File: src/rtl/muldiv_pkg.sv
// Shared types, constants and helpers for the iterative RV32M multiply/divide unit.
package muldiv_pkg;

   localparam int unsigned XLEN = 32;

   // RV32M funct3 encodings
   typedef enum logic [2:0] {
      MUL    = 3'd0,
      MULH   = 3'd1,
      MULHSU = 3'd2,
      MULHU  = 3'd3,
      DIV    = 3'd4,
      DIVU   = 3'd5,
      REM    = 3'd6,
      REMU   = 3'd7
   } op_e;

   typedef enum logic [1:0] {
      IDLE = 2'd0,
      CALC = 2'd1,
      DONE = 2'd2
   } state_e;

   localparam logic [XLEN-1:0] DIV0_QUOT = '1;
   localparam logic [XLEN-1:0] INT_MIN   = {1'b1, {(XLEN-1){1'b0}}};

   function automatic logic [XLEN-1:0] neg_val(input logic [XLEN-1:0] x);
      return '0 - x;
   endfunction

   function automatic logic [XLEN-1:0] abs_val(input logic [XLEN-1:0] x, input logic is_signed);
      return (is_signed && x[XLEN-1]) ? neg_val(x) : x;
   endfunction

endpackage

File: src/rtl/muldiv_unit.sv
// Iterative RV32M multiply/divide unit: radix-2 shift-add multiply and restoring
// divide on operand magnitudes, one bit per clock, with a sign fix-up at the end.
module muldiv_unit
   import muldiv_pkg::*;
#(
   parameter int unsigned XLEN  = muldiv_pkg::XLEN,
   localparam int unsigned CNT_W = $clog2(XLEN) + 1
) (
   input  logic            clk,
   input  logic            reset,
   input  logic            start,
   input  logic [2:0]      op,
   input  logic [XLEN-1:0] rs1_val,
   input  logic [XLEN-1:0] rs2_val,
   input  logic [4:0]      rd_in,
   output logic            busy,
   output logic            done,
   output logic            reg_write,
   output logic [XLEN-1:0] result,
   output logic [4:0]      rd_out
);

   state_e           state;
   logic [CNT_W-1:0] count;
   op_e              op_q;
   logic             neg_q;
   logic [4:0]       rd_q;
   // hi: multiply upper accumulator / divide partial remainder
   // lo: multiplier shifting out / dividend shifting out, quotient shifting in
   logic [XLEN-1:0]  hi;
   logic [XLEN-1:0]  lo;
   logic [XLEN-1:0]  opb;

   op_e              op_in;
   logic             a_signed;
   logic             b_signed;
   logic             a_neg;
   logic             b_neg;
   logic             neg_in;
   logic             div_zero;
   logic             div_ovf;
   logic [XLEN-1:0]  fast_res;

   logic [XLEN:0]    mul_sum;
   logic [XLEN:0]    div_shift;
   logic [XLEN:0]    div_diff;
   logic [XLEN-1:0]  hi_nxt;
   logic [XLEN-1:0]  lo_nxt;
   logic [2*XLEN-1:0] prod;
   logic [2*XLEN-1:0] prod_s;
   logic [XLEN-1:0]  final_res;

   assign op_in = op_e'(op);

   // Decode the incoming request: operand signedness, result sign and special division cases
   always_comb begin
      a_signed = (op_in == MULH) || (op_in == MULHSU) || (op_in == DIV) || (op_in == REM);
      b_signed = (op_in == MULH) || (op_in == DIV) || (op_in == REM);
      a_neg    = a_signed & rs1_val[XLEN-1];
      b_neg    = b_signed & rs2_val[XLEN-1];
      // quotient sign: operands differ; remainder sign: dividend's
      if (op_in == REM)
         neg_in = a_neg;
      else if (op_in == REMU || op_in == DIVU || op_in == MULHU || op_in == MUL)
         neg_in = 1'b0;
      else
         neg_in = a_neg ^ b_neg;
      div_zero = op[2] && (rs2_val == '0);
      div_ovf  = ((op_in == DIV) || (op_in == REM)) && (rs1_val == INT_MIN) && (rs2_val == '1);
      fast_res = '0;
      if (div_zero)
         fast_res = ((op_in == DIV) || (op_in == DIVU)) ? DIV0_QUOT : rs1_val;
      else if (op_in == DIV)
         fast_res = INT_MIN;
   end

   // One iteration of the shared datapath plus the signed result selected at completion
   always_comb begin
      mul_sum   = {1'b0, hi} + (lo[0] ? {1'b0, opb} : '0);
      div_shift = {hi, lo[XLEN-1]};
      div_diff  = div_shift - {1'b0, opb};
      if (op_q[2]) begin
         if (!div_diff[XLEN]) begin
            hi_nxt = div_diff[XLEN-1:0];
            lo_nxt = {lo[XLEN-2:0], 1'b1};
         end else begin
            hi_nxt = div_shift[XLEN-1:0];
            lo_nxt = {lo[XLEN-2:0], 1'b0};
         end
      end else begin
         hi_nxt = mul_sum[XLEN:1];
         lo_nxt = {mul_sum[0], lo[XLEN-1:1]};
      end
      prod   = {hi_nxt, lo_nxt};
      prod_s = neg_q ? ('0 - prod) : prod;
      final_res = '0;
      case (op_q)
         MUL:                 final_res = prod_s[XLEN-1:0];
         MULH, MULHSU, MULHU: final_res = prod_s[2*XLEN-1:XLEN];
         DIV, DIVU:           final_res = neg_q ? neg_val(lo_nxt) : lo_nxt;
         REM, REMU:           final_res = neg_q ? neg_val(hi_nxt) : hi_nxt;
         default:             final_res = '0;
      endcase
   end

   // Control FSM with registered status outputs, datapath registers and result capture
   always_ff @(posedge clk) begin
      if (!reset) begin
         state     <= IDLE;
         count     <= '0;
         op_q      <= MUL;
         neg_q     <= 1'b0;
         rd_q      <= '0;
         hi        <= '0;
         lo        <= '0;
         opb       <= '0;
         busy      <= 1'b0;
         done      <= 1'b0;
         reg_write <= 1'b0;
         result    <= '0;
         rd_out    <= '0;
      end else begin
         case (state)
            IDLE: begin
               if (start) begin
                  op_q  <= op_in;
                  neg_q <= neg_in;
                  rd_q  <= rd_in;
                  hi    <= '0;
                  lo    <= abs_val(rs1_val, a_signed);
                  opb   <= abs_val(rs2_val, b_signed);
                  count <= '0;
                  busy  <= 1'b1;
                  if (div_zero || div_ovf) begin
                     state     <= DONE;
                     result    <= fast_res;
                     rd_out    <= rd_in;
                     done      <= 1'b1;
                     reg_write <= (rd_in != 5'd0);
                  end else begin
                     state <= CALC;
                  end
               end
            end
            CALC: begin
               hi <= hi_nxt;
               lo <= lo_nxt;
               if (count == CNT_W'(XLEN - 1)) begin
                  state     <= DONE;
                  result    <= final_res;
                  rd_out    <= rd_q;
                  done      <= 1'b1;
                  reg_write <= (rd_q != 5'd0);
               end else begin
                  count <= count + CNT_W'(1);
               end
            end
            DONE: begin
               state     <= IDLE;
               busy      <= 1'b0;
               done      <= 1'b0;
               reg_write <= 1'b0;
            end
            default: begin
               state     <= IDLE;
               busy      <= 1'b0;
               done      <= 1'b0;
               reg_write <= 1'b0;
            end
         endcase
      end
   end

endmodule

File: config.mk
export PLATFORM = sky130hd
export DESIGN_NAME = muldiv_unit
export DESIGN_NICKNAME = d
export VERILOG_FILES = /design/src/rtl/muldiv_pkg.sv /design/src/rtl/muldiv_unit.sv
export SDC_FILE = /design/constraint.sdc
export NUM_CORES = 1
export LEC_CHECK = 0
export CORE_UTILIZATION = 60
export DETAILED_ROUTE_END_ITERATION = 7
export GPL_TIMING_DRIVEN = 0
export MAX_ROUTING_LAYER = met4
export PLACE_DENSITY = 0.8
export SLEW_MARGIN = 20
export SYNTH_ARGS = -nofsm -noshare
export SYNTH_HDL_FRONTEND = slang
export SYNTH_SLANG_ARGS = --single-unit
File: constraint.sdc
create_clock -name clk -period 5.67 [get_ports clk]
set_input_delay 0.567 -clock clk [delete_from_list [all_inputs] [get_ports clk]]
set_output_delay 0.567 -clock clk [all_outputs]
set_load 0.01 [all_outputs]
==> qor.txt, run 1 <==
CTS tree: done
Worst setup EP type: flip-flop
Worst-case clock buffer depth: 2
Fmax: 172 MHz
Die Wd: 164 microns
Post-route DRC: 14
Outcome: finished, violations left
Ant. Diodes: 0
Initial drt markers: 3266
Final setup fails: 6
Worst Path Max Fanout: 19
R2r worst-path depth: 12
CP Data Required Time: 5.97 ns
Failing checks: design-rule violations, negative setup slack
Crit-path cells: buf_2 > clkbuf_2 > buf_1 > buf_2 > buf_2 > clkdlybuf4s15_2 > clkbuf_2 > clkbuf_1 > clkbuf_1 > o21ai_0 > a41oi_2 > a21oi_1
First-pass GRT wire length: 103000 microns
Post-DRT Antenna Nets: 0
PnR worst setup slack: -0.133 ns
Number of port buffers: 112
Unique masters post-synth: 103
Seq cells post-synth: 153
GP Congestion: 1.18
Initial antenna violation count: 1
Row cnt: 59
Measured slew at the worst slew-check pin: 1.12 ns
Mapped cell area: 0.0158 sq mm
Highest Signal Layer: met4
Max-cap violations: 0
Inserted Clock Buffers: 17
Worst reg2reg startpoint: op_q[2]
Clk slew on worst S/H paths: 0.07 ns
GR Util All Layers: 52.2%
Grt total ovfl: 0
Reg2reg end: result[4]
Routed wl met2: 27400 microns
Area delta synth->final: 14.4%
CP arrival: 6.10 ns
Final Hold Fails: 0
TritonRoute pass-1 iters: 8
Synth Net Count: 2351
Main flop type after synthesis: dfxtp_1
Vias in the first global route: 17.8k
Top-count cell post-synth: nor2_1
Ys async rst share: 0%
Commonest cells post-synth: 258 x nor2_1, 217 x nand2_1, 173 x a21oi_1
RSZ-0062 raised after global routing: yes
Number of H-tree levels: 4
Min-delay worst type: flip-flop to flip-flop
Register area share after synthesis: 19.4%
Leakage: 6.74 nW
WP buf/inv: 9
Post-Place Cells: 2652
Top cell by count, worst path: buf_2
Largest net degree at the start of global routing: 20
Cell taking the most area after synthesis: dfxtp_1
Vias: 19.5k
Die height: 164 microns
Slowest-stage cell, CP: clkdlybuf4s15_2
Clock sink total: 153
Post-synth top area share: 19.4%
CP top delay family: buffers and inverters
Share of layout cells above drive strength 1: 6.59%
Routed WL per cell: 25.9 microns
Slew margin rel.: 24.4%
Setup Skew: 0.0316 ns
Non-Filler Instances: 2687
Clock insertion delay at the later pin of the skew report: 0.46 ns
Vias/cell: 7.24
EDFF count, synth: 0
VDD IR max: 0.211 mV
Critical path start-end classification: flip-flop to flip-flop
Final Routed Wirelength: 69600 microns
Fin nets: 2485
Synth area leaders: dfxtp_1 19%, nor2_1 6.1%, a21oi_1 5.5%
R2r setup slk: -0.13 ns
Ys Warns: 0
Filler cells: 2265
DIE AREA: 0.0270 sq mm
Syn avg cell area: 7.18 sq um
Hold Crit Endpoint: opb[0]
Initial Utilization: 60.9%
Core region area: 0.0260 sq mm
Final Cycle Share: 102%
Slew Viols, Final: 0
Post-Place Setup Slack: -0.908 ns
Met3 WL: 12200 microns
# IOs: 115
Gate count after technology mapping: 2205
Clock Root Buffer: clkbuf_16
Hold path cells: 2
HPWL Detailed: 54700 microns
Startpoint Class: flip-flop
Power density cells: 263 mW/mm^2
Routed length on met1: 25900 microns
Hold Startpoint: opb[0]
Final critical-path required period: 5.80 ns
Largest stage delay, worst path: 0.66 ns
tightest hold or removal path, cell delays in order, from the launching register on:
cell,delay [ns]
dfxtp_1,0.33
nand2_1,0.06
a21oi_1,0.05
metal layers:
metal / vias up / global-route usage (%)
met5: - / -
met4: 0 / 26.9
met3: 336 / 23.1
met2: 1612 / 71.0
met1: 9007 / 64.3
li1: 8500 / -
stage by stage:
stage	hold WS, ns	util, %	power, mW	area, sq um	setup TNS (ns)
floorplan	0.440	-	2.65	15800	0
global placement	0.453	66.8	3.36	17400	-13.75
detailed placement	0.467	66.8	3.40	17400	-15.13
CTS	0.476	69.3	4.58	18000	0
global route	0.503	69.7	4.89	18100	-0.203
finish	0.481	69.7	4.76	18100	-0.512
power breakdown:
part           total, mW  internal [mW]  switching [mW]  leakage (nW)
logic               2.25          0.756            1.49          5.22
clock network       1.21          0.626           0.586         0.274
registers           1.30           1.17           0.130          1.25
total               4.76           2.55            2.21          6.74
area by class of cell:
type | instances | area, sq um | share of cell area (%)
plain buffers | 137 | 578 | 3.19
clock buffers | 18 | 429 | 2.37
clock inverters | 14 | 159 | 0.878
inverters | 63 | 238 | 1.31
multi-input cells | 1851 | 12100 | 66.6
flip-flops and latches | 153 | 3060 | 16.9
well taps | 335 | 419 | 2.32
repair buffers | 116 | 1150 | 6.36
flip-flops by register name (all words and copies together), names as in the netlist, 2 cells and up:
signal	cells
count	6
op_q	3
lo	32
rd_out	5
opb	32
rd_q	5
result	32
hi	32
state	2
worst max path at each step:
stage | cells after the start | slack [ns] | end | from
4_1_cts | 22 | 0.004 | result[2] | lo[31]
3_3_place_gp | 13 | -0.96 | result[4] | op_q[2]
3_5_place_dp | 13 | -0.91 | result[4] | op_q[2]
2_1_floorplan | 18 | 1.08 | result[22] | lo[31]
5_1_grt | 22 | -0.11 | result[2] | opb[23]
6_report | 12 | -0.13 | result[4] | op_q[2]
kinds of logic (layout without fill, tap and decap cells):
family                   count (synthesis)  after routing  synth area share (%)
AND/OR/NAND/NOR                        833            833                  25.7
adder cells (fa/ha/maj)                 71             71                  5.71
multiplexers                            56             56                  3.67
buffers and inverters                  201            348                  5.07
AO/OA/AOI/OAI                          757            757                  33.1
XOR/XNOR                               134            134                  7.42
flip-flops                             153            153                  19.4
cells in the final DEF (no fill, tap or decap), types with 69 or more instances in the layout:
master	synthesis	layout
clkdlybuf4s50_1	0	112
a21oi_1	173	172
dfxtp_1	153	152
clkbuf_1	108	101
nand2_1	217	216
nor2_1	258	257
xnor2_1	77	77
o21ai_0	154	154
ha_1	69	69
repair_timing:
action	in CTS	in global routing
gates resized for setup	14	17
hold buffers	0	0
setup endpoints to repair	45	32
setup buffers	2	2
pin swaps	2	2
Power figures use the tool's default switching activity.
==> run 2, diff against run 1 <==
Settings changed: CTS_CLUSTER_DIAMETER from default to 60, RECOVER_POWER from default to 100.
==> run 2 against run 1 <==
- the flow still finishes with violations (design-rule violations, negative setup slack)
- count of clock-buffer cells in the layout unchanged
- fmax fell by 0.91%
- first-iteration DRC count is 1.8% higher
- clock power is essentially flat
- sequential power hardly changed
- global-route usage did not move
- largest cell class unchanged
==> qor.txt, run 2 (synthesis gave the netlist of run 1 again) <==
Outcome: finished, violations left
Failing checks: design-rule violations, negative setup slack
PnR worst setup slack: -0.186 ns (-0.0530 ns)
Post-route DRC: 2 (-12)
Row cnt: 59 (unchanged)
VDD IR max: 0.206 mV (-2.3%)
Power density cells: 262 mW/mm^2 (-0.46%)
Post-DRT Antenna Nets: 0 (unchanged)
GR Util All Layers: 52.2% (unchanged)
Vias/cell: 7.25 (+0.11%)
Leakage: 6.86 nW (+1.7%)
Share of layout cells above drive strength 1: 6.59% (unchanged)
Largest stage delay, worst path: 0.66 ns (about the same)
Vias: 19.5k (+0.11%)
CP Data Required Time: 5.95 ns (-0.02 ns)
Sw frac: 46.4% (about the same)
GP Congestion: 1.18 (unchanged)
CP top delay family: buffers and inverters
Fin nets: 2485 (unchanged)
Inserted Clock Buffers: 17 (unchanged)
# hold bufs at CTS: 0 (unchanged)
Reg power frac: 27.4% (about the same)
Commonest non-fill, non-tap cell in the layout: nor2_1
Setup Skew: 0.0283 ns (-0.00323 ns)
Ant. Diodes: 0 (unchanged)
Clock Root Buffer: clkbuf_16
Min-delay worst type: flip-flop to flip-flop
Area of the multi-input gates: 0.0121 sq mm (unchanged)
Worst hold slack: 0.475 ns (-0.00554 ns)
Area delta synth->final: 14.4% (unchanged)
Die height: 164 microns (unchanged)
Crit-path cells: buf_2 > clkbuf_2 > clkbuf_1 > buf_2 > buf_2 > clkdlybuf4s15_2 > clkbuf_2 > clkbuf_1 > clkbuf_1 > o22ai_1 > a21oi_1 > a211oi_1
Largest net degree at the start of global routing: 20 (unchanged)
Final Routed Wirelength: 69500 microns (-0.14%)
Initial Utilization: 60.9% (unchanged)
Fin area: 0.0181 sq mm (unchanged)
Initial drt markers: 3326 (+1.8%)
CTS tree: done
Clock sink total: 153 (unchanged)
Final critical-path required period: 5.86 ns (+0.0530 ns)
Worst Path Max Fanout: 19 (unchanged)
First-pass GRT wire length: 103000 microns (unchanged)
Initial antenna violation count: 1 (unchanged)
Most frequent cells in the layout: 257 x nor2_1, 216 x nand2_1, 172 x a21oi_1
Non-Filler Instances: 2687 (unchanged)
Routed WL per cell: 25.9 microns (-0.14%)
Power Total: 4.74 mW (-0.46%)
Clk slew on worst S/H paths: 0.07 ns (about the same)
Final Cycle Share: 103% (+0.94 points)
Startpoint Class: flip-flop
NetSw: 2.20 mW (-0.42%)
Final Hold Fails: 0 (unchanged)
Filler cells: 2265 (unchanged)
HPWL Detailed: 54700 microns (unchanged)
Final setup fails: 6 (unchanged)
# IOs: 115 (unchanged)
Critical path start-end classification: flip-flop to flip-flop
DIE AREA: 0.0270 sq mm (unchanged)
Comb pwr share: 47.1% (about the same)
Fmax: 171 MHz (-0.91%)
Worst-case clock buffer depth: 2 (unchanged)
TritonRoute pass-1 iters: 8 (unchanged)
CP arrival: 6.14 ns (+0.04 ns)
Slowest-stage cell, CP: clkdlybuf4s15_2
Clock insertion delay at the later pin of the skew report: 0.45 ns (about the same)
WP buf/inv: 9 (unchanged)
Die Wd: 164 microns (unchanged)
Slew Viols, Final: 0 (unchanged)
Dpl cell area: 0.0174 sq mm (unchanged)
Measured slew at the worst slew-check pin: 1.13 ns (+0.00593 ns)
Reg area: 0.00306 sq mm (unchanged)
Post-Place Cells: 2652 (unchanged)
Grt total ovfl: 0 (unchanged)
Core region area: 0.0260 sq mm (unchanged)
Max-cap violations: 0 (unchanged)
Vias in the first global route: 17.8k (unchanged)
Number of H-tree levels: 4 (unchanged)
Slew margin rel.: 24.0% (-0.40 points)
RSZ-0062 raised after global routing: yes
Clock network fraction of total power: 25.4% (about the same)
Worst setup EP type: flip-flop
Number of port buffers: 112 (unchanged)
Int Power: 2.54 mW (-0.49%)
Finished Core Util: 69.7% (unchanged)
[run 2: repair_timing]
item / 4_1_cts / 5_1_grt
pin swaps: 2 / 2
buffers inserted: 2 / 2
hold endpoints to repair: 0 / 0
endpoints found under the setup margin: 45 / 32
resized for setup: 14 / 17
[run 2: worst min-delay path: cells and delay by family (launching register included)]
kind / cells / cell delay [ns]
flops: 1 / 0.32
compound gates: 1 / 0.05
simple gates: 1 / 0.05
[run 2: worst paths after layout]
| kind | depth (start not counted) | start | slack, ns | to |
|---|---|---|---|---|
| setup / recovery | 12 | op_q[2] | -0.19 | result[0] |
| setup reg to reg | 12 | op_q[2] | -0.19 | result[0] |
| hold / removal | 2 | rd_q[1] | 0.48 | rd_q[1] |
| hold reg to reg | 2 | rd_q[1] | 0.48 | rd_q[1] |
[run 2: area by class of cell]
cell class,count,area share (%)
Sequential cell,153,16.9
Tap cell,335,2.32
Buffer,137,3.19
Multi-Input combinational cell,1851,66.6
Inverter,63,1.31
Clock buffer,18,2.37
Clock inverter,14,0.878
Timing Repair Buffer,116,6.36
[run 2: power by group through the flow]
stage	logic [mW]	clock network (mW)	registers, mW
2_1_floorplan	1.38	0	1.27
6_report	2.23	1.21	1.30
5_1_grt	2.34	1.24	1.30
3_5_place_dp	2.09	0	1.31
3_3_place_gp	2.05	0	1.31
4_1_cts	2.10	1.19	1.29
[run 2: per-stage QoR]
stage,worst slack [ns],setup TNS [ns]
5_1_grt,-0.108,-0.203
6_report,-0.186,-0.541
2_1_floorplan,1.08,0
4_1_cts,0.00410,0
3_5_place_dp,-0.908,-15.13
3_3_place_gp,-0.958,-13.75
[run 2: per-layer routing]
metal | wire (microns) | track usage, %
met5 | 0 | -
met4 | 4300 | 26.9
met3 | 12100 | 23.1
met2 | 27200 | 71.0
met1 | 25800 | 64.3
==> patch: new RTL, flow settings as in run 2 <==
The package constant `XLEN` goes from 32 to 16.
--- a/src/rtl/muldiv_pkg.sv
+++ b/src/rtl/muldiv_pkg.sv
@@ -3,3 +3,3 @@
 
-   localparam int unsigned XLEN = 32;
+   localparam int unsigned XLEN = 16;
 
Ports: changed (resized result, rs1_val and rs2_val); port bits go from 115 to 67. No check against the original RTL was run, so the function may have changed too.
==> patch against run 2 <==
  * Fmax grew 7.1%
  * Largest power group unchanged
  * Via count down 54%
  * Design area down 49%
  * Sequential cell count fell by 65
  * Worst hold slack got worse by 0.019 ns
  * Total power down 53%
  * Count of clock-buffer cells in the layout down 8
  * Area after synthesis fell by 50%
  * Worst setup slack better by 0.39 ns
  * Wire length shrank 59%
==> patch: results (changes against run 2) <==
Yosys Warn Count 0 (unchanged); normalized max-slew margin 19.6% (-4.3 points); setup-violating endpoint count in the final report 0 (-6); Setup WS pre-CTS 0.0865 ns (+0.995 ns); number of global-route vias before repair 8034 (-55%); DRT Pass-1 Iters 6 (-2); HP Class reg -> reg; slowest stage delay, CP 0.73 ns (+0.07 ns); Vias per Instance 6.77 (-6.7%); htree depth 3 (-1); I/O Buffers 65 (-42%); GR Overflow Total 0 (unchanged); Seq/Total Area, Yosys 22.1% (+2.7 points); Nets 1224 (-51%); post-synthesis mux area share 3.66% (-0.0046 points); largest net degree at the start of global routing 16 (-20%); post-place instance area 8850 um^2 (-49%); post-synthesis compound-gate area fraction 30.3% (-2.8 points); Post-Synth Adder-Cell Area 6.45% (+0.74 points); status completed; diode count 0 (unchanged); Synth cell types 86 (-17%); internal power 0.00141 W (-45%); Top FF cell, synth dfxtp_1; clock-pin slew of the registers on the worst-case setup and hold paths 0.07 ns (about the same); post-CTS setup buffers 0 (-2); syn nets 1148 (-51%); Num CTS Buffers 9 (-8); XOR/XNOR Fraction of Synth Area 7.13% (-0.29 points); CP max FO 9 (-10); Detail Route Antenna Nets 0 (unchanged); ys async rst share 0% (unchanged); Worst EP arrival 5.74 ns (-0.40 ns); WL final 28200 um (-59%); deepest clock path buffer count 2 (unchanged); slowest library cell on the worst path or4b_2; Crit path max-delay family simple AND/OR/NAND/NOR gates; drt initial violations 1280 (-62%); share of layout cells above drive strength 1 5.15% (-1.4 points); Skew-Pair Late Insertion Delay 0.35 ns (-0.10 ns); Worst Skew 0.00753 ns (-0.0208 ns); Root Buffer clkbuf_16; Total GRT Usage 42.0% (-10 points); Commonest cells post-synth nand2_1, dfxtp_1, o21ai_0; Max rail drop VDD 0.209 mV (+1.3%); dpl hpwl 21600 um (-61%); antenna violations before repair 0 (-1); LEAKAGE 3.58 nW (-48%); first-pass GRT wire length 44000 um (-57%); GP Congestion 1.11 (-5.8%); synth top area cells dfxtp_1, ha_1, o21ai_0
==> patch: cell types whose count changed in the layout (fill, tap and decap cells not counted), sizes merged, moves of 43 or more <==
cell and change:
nor2 -180, nand2 -118, a21oi -106, o21ai -88, dfxtp -65, clkbuf -64
xnor2 -43
==> patch: area by class of cell <==
| cell class | instances | area (um^2) |
|---|---|---|
| Timing Repair Buffer | 65 | 651 |
| Sequential cell | 88 | 1760 |
| Clock inverter | 6 | 115 |
| Inverter | 39 | 146 |
| Clock buffer | 10 | 229 |
| Tap cell | 172 | 215 |
| Fill cell | 1120 | 3640 |
| Multi-Input combinational cell | 879 | 5840 |
| Buffer | 59 | 231 |
==> patch: what timing repair did <==
| action | in CTS | in global routing |
|---|---|---|
| endpoints found under the hold margin | 0 | 0 |
| resized for setup | 0 | 2 |
| setup endpoints to repair | 0 | 5 |
==> patch: worst paths after layout <==
check / cells past startpoint / start / endpoint / slack [ns]
worst max register to register: 19 / lo[15] / result[14] / 0.20
worst min-delay path: 2 / done / done / 0.46
worst max-delay path: 19 / lo[15] / result[14] / 0.20
worst min register to register: 2 / done / done / 0.46
==> patch: worst min-delay path, stage by stage, from the launching register on <==
cell	delay [ns]
dfxtp_1	0.31
inv_1	0.05
a21oi_1	0.05
==> patch: metrics by stage <==
step                hold slack (ns)  instances  total power, W
finish                        0.456       1318         0.00223
floorplan                     0.456       1065         0.00125
global placement              0.440       1302         0.00151
CTS                           0.465       1318         0.00220
global route                  0.479       1318         0.00231
detailed placement            0.449       1302         0.00151
==> patch: layer usage <==
layer,GRT usage (%),up-vias,wire [um]
met5,-,-,0
met1,56.3,4176,12000
li1,-,4092,-
met4,19.2,0,1110
met2,59.1,567,11700
met3,9.87,83,3330
==> patch: power groups by stage <==
stage / clock network (W) / logic (W) / registers, W
after global placement: 0 / 0.000780 / 0.000726
after CTS: 0.000696 / 0.000793 / 0.000714
after global routing: 0.000717 / 0.000871 / 0.000721
after detailed placement: 0 / 0.000787 / 0.000727
after floorplan: 0 / 0.000529 / 0.000717
final: 0.000700 / 0.000813 / 0.000717
==> patch: logic make-up (layout without fill, tap and decap cells) <==
family / Yosys count / count (layout)
multiplexers: 28 / 28
flip-flops: 88 / 88
AO/OA/AOI/OAI: 350 / 350
adder cells (fa/ha/maj): 40 / 40
buffers and inverters: 98 / 179
AND/OR/NAND/NOR: 396 / 396
XOR/XNOR: 65 / 65
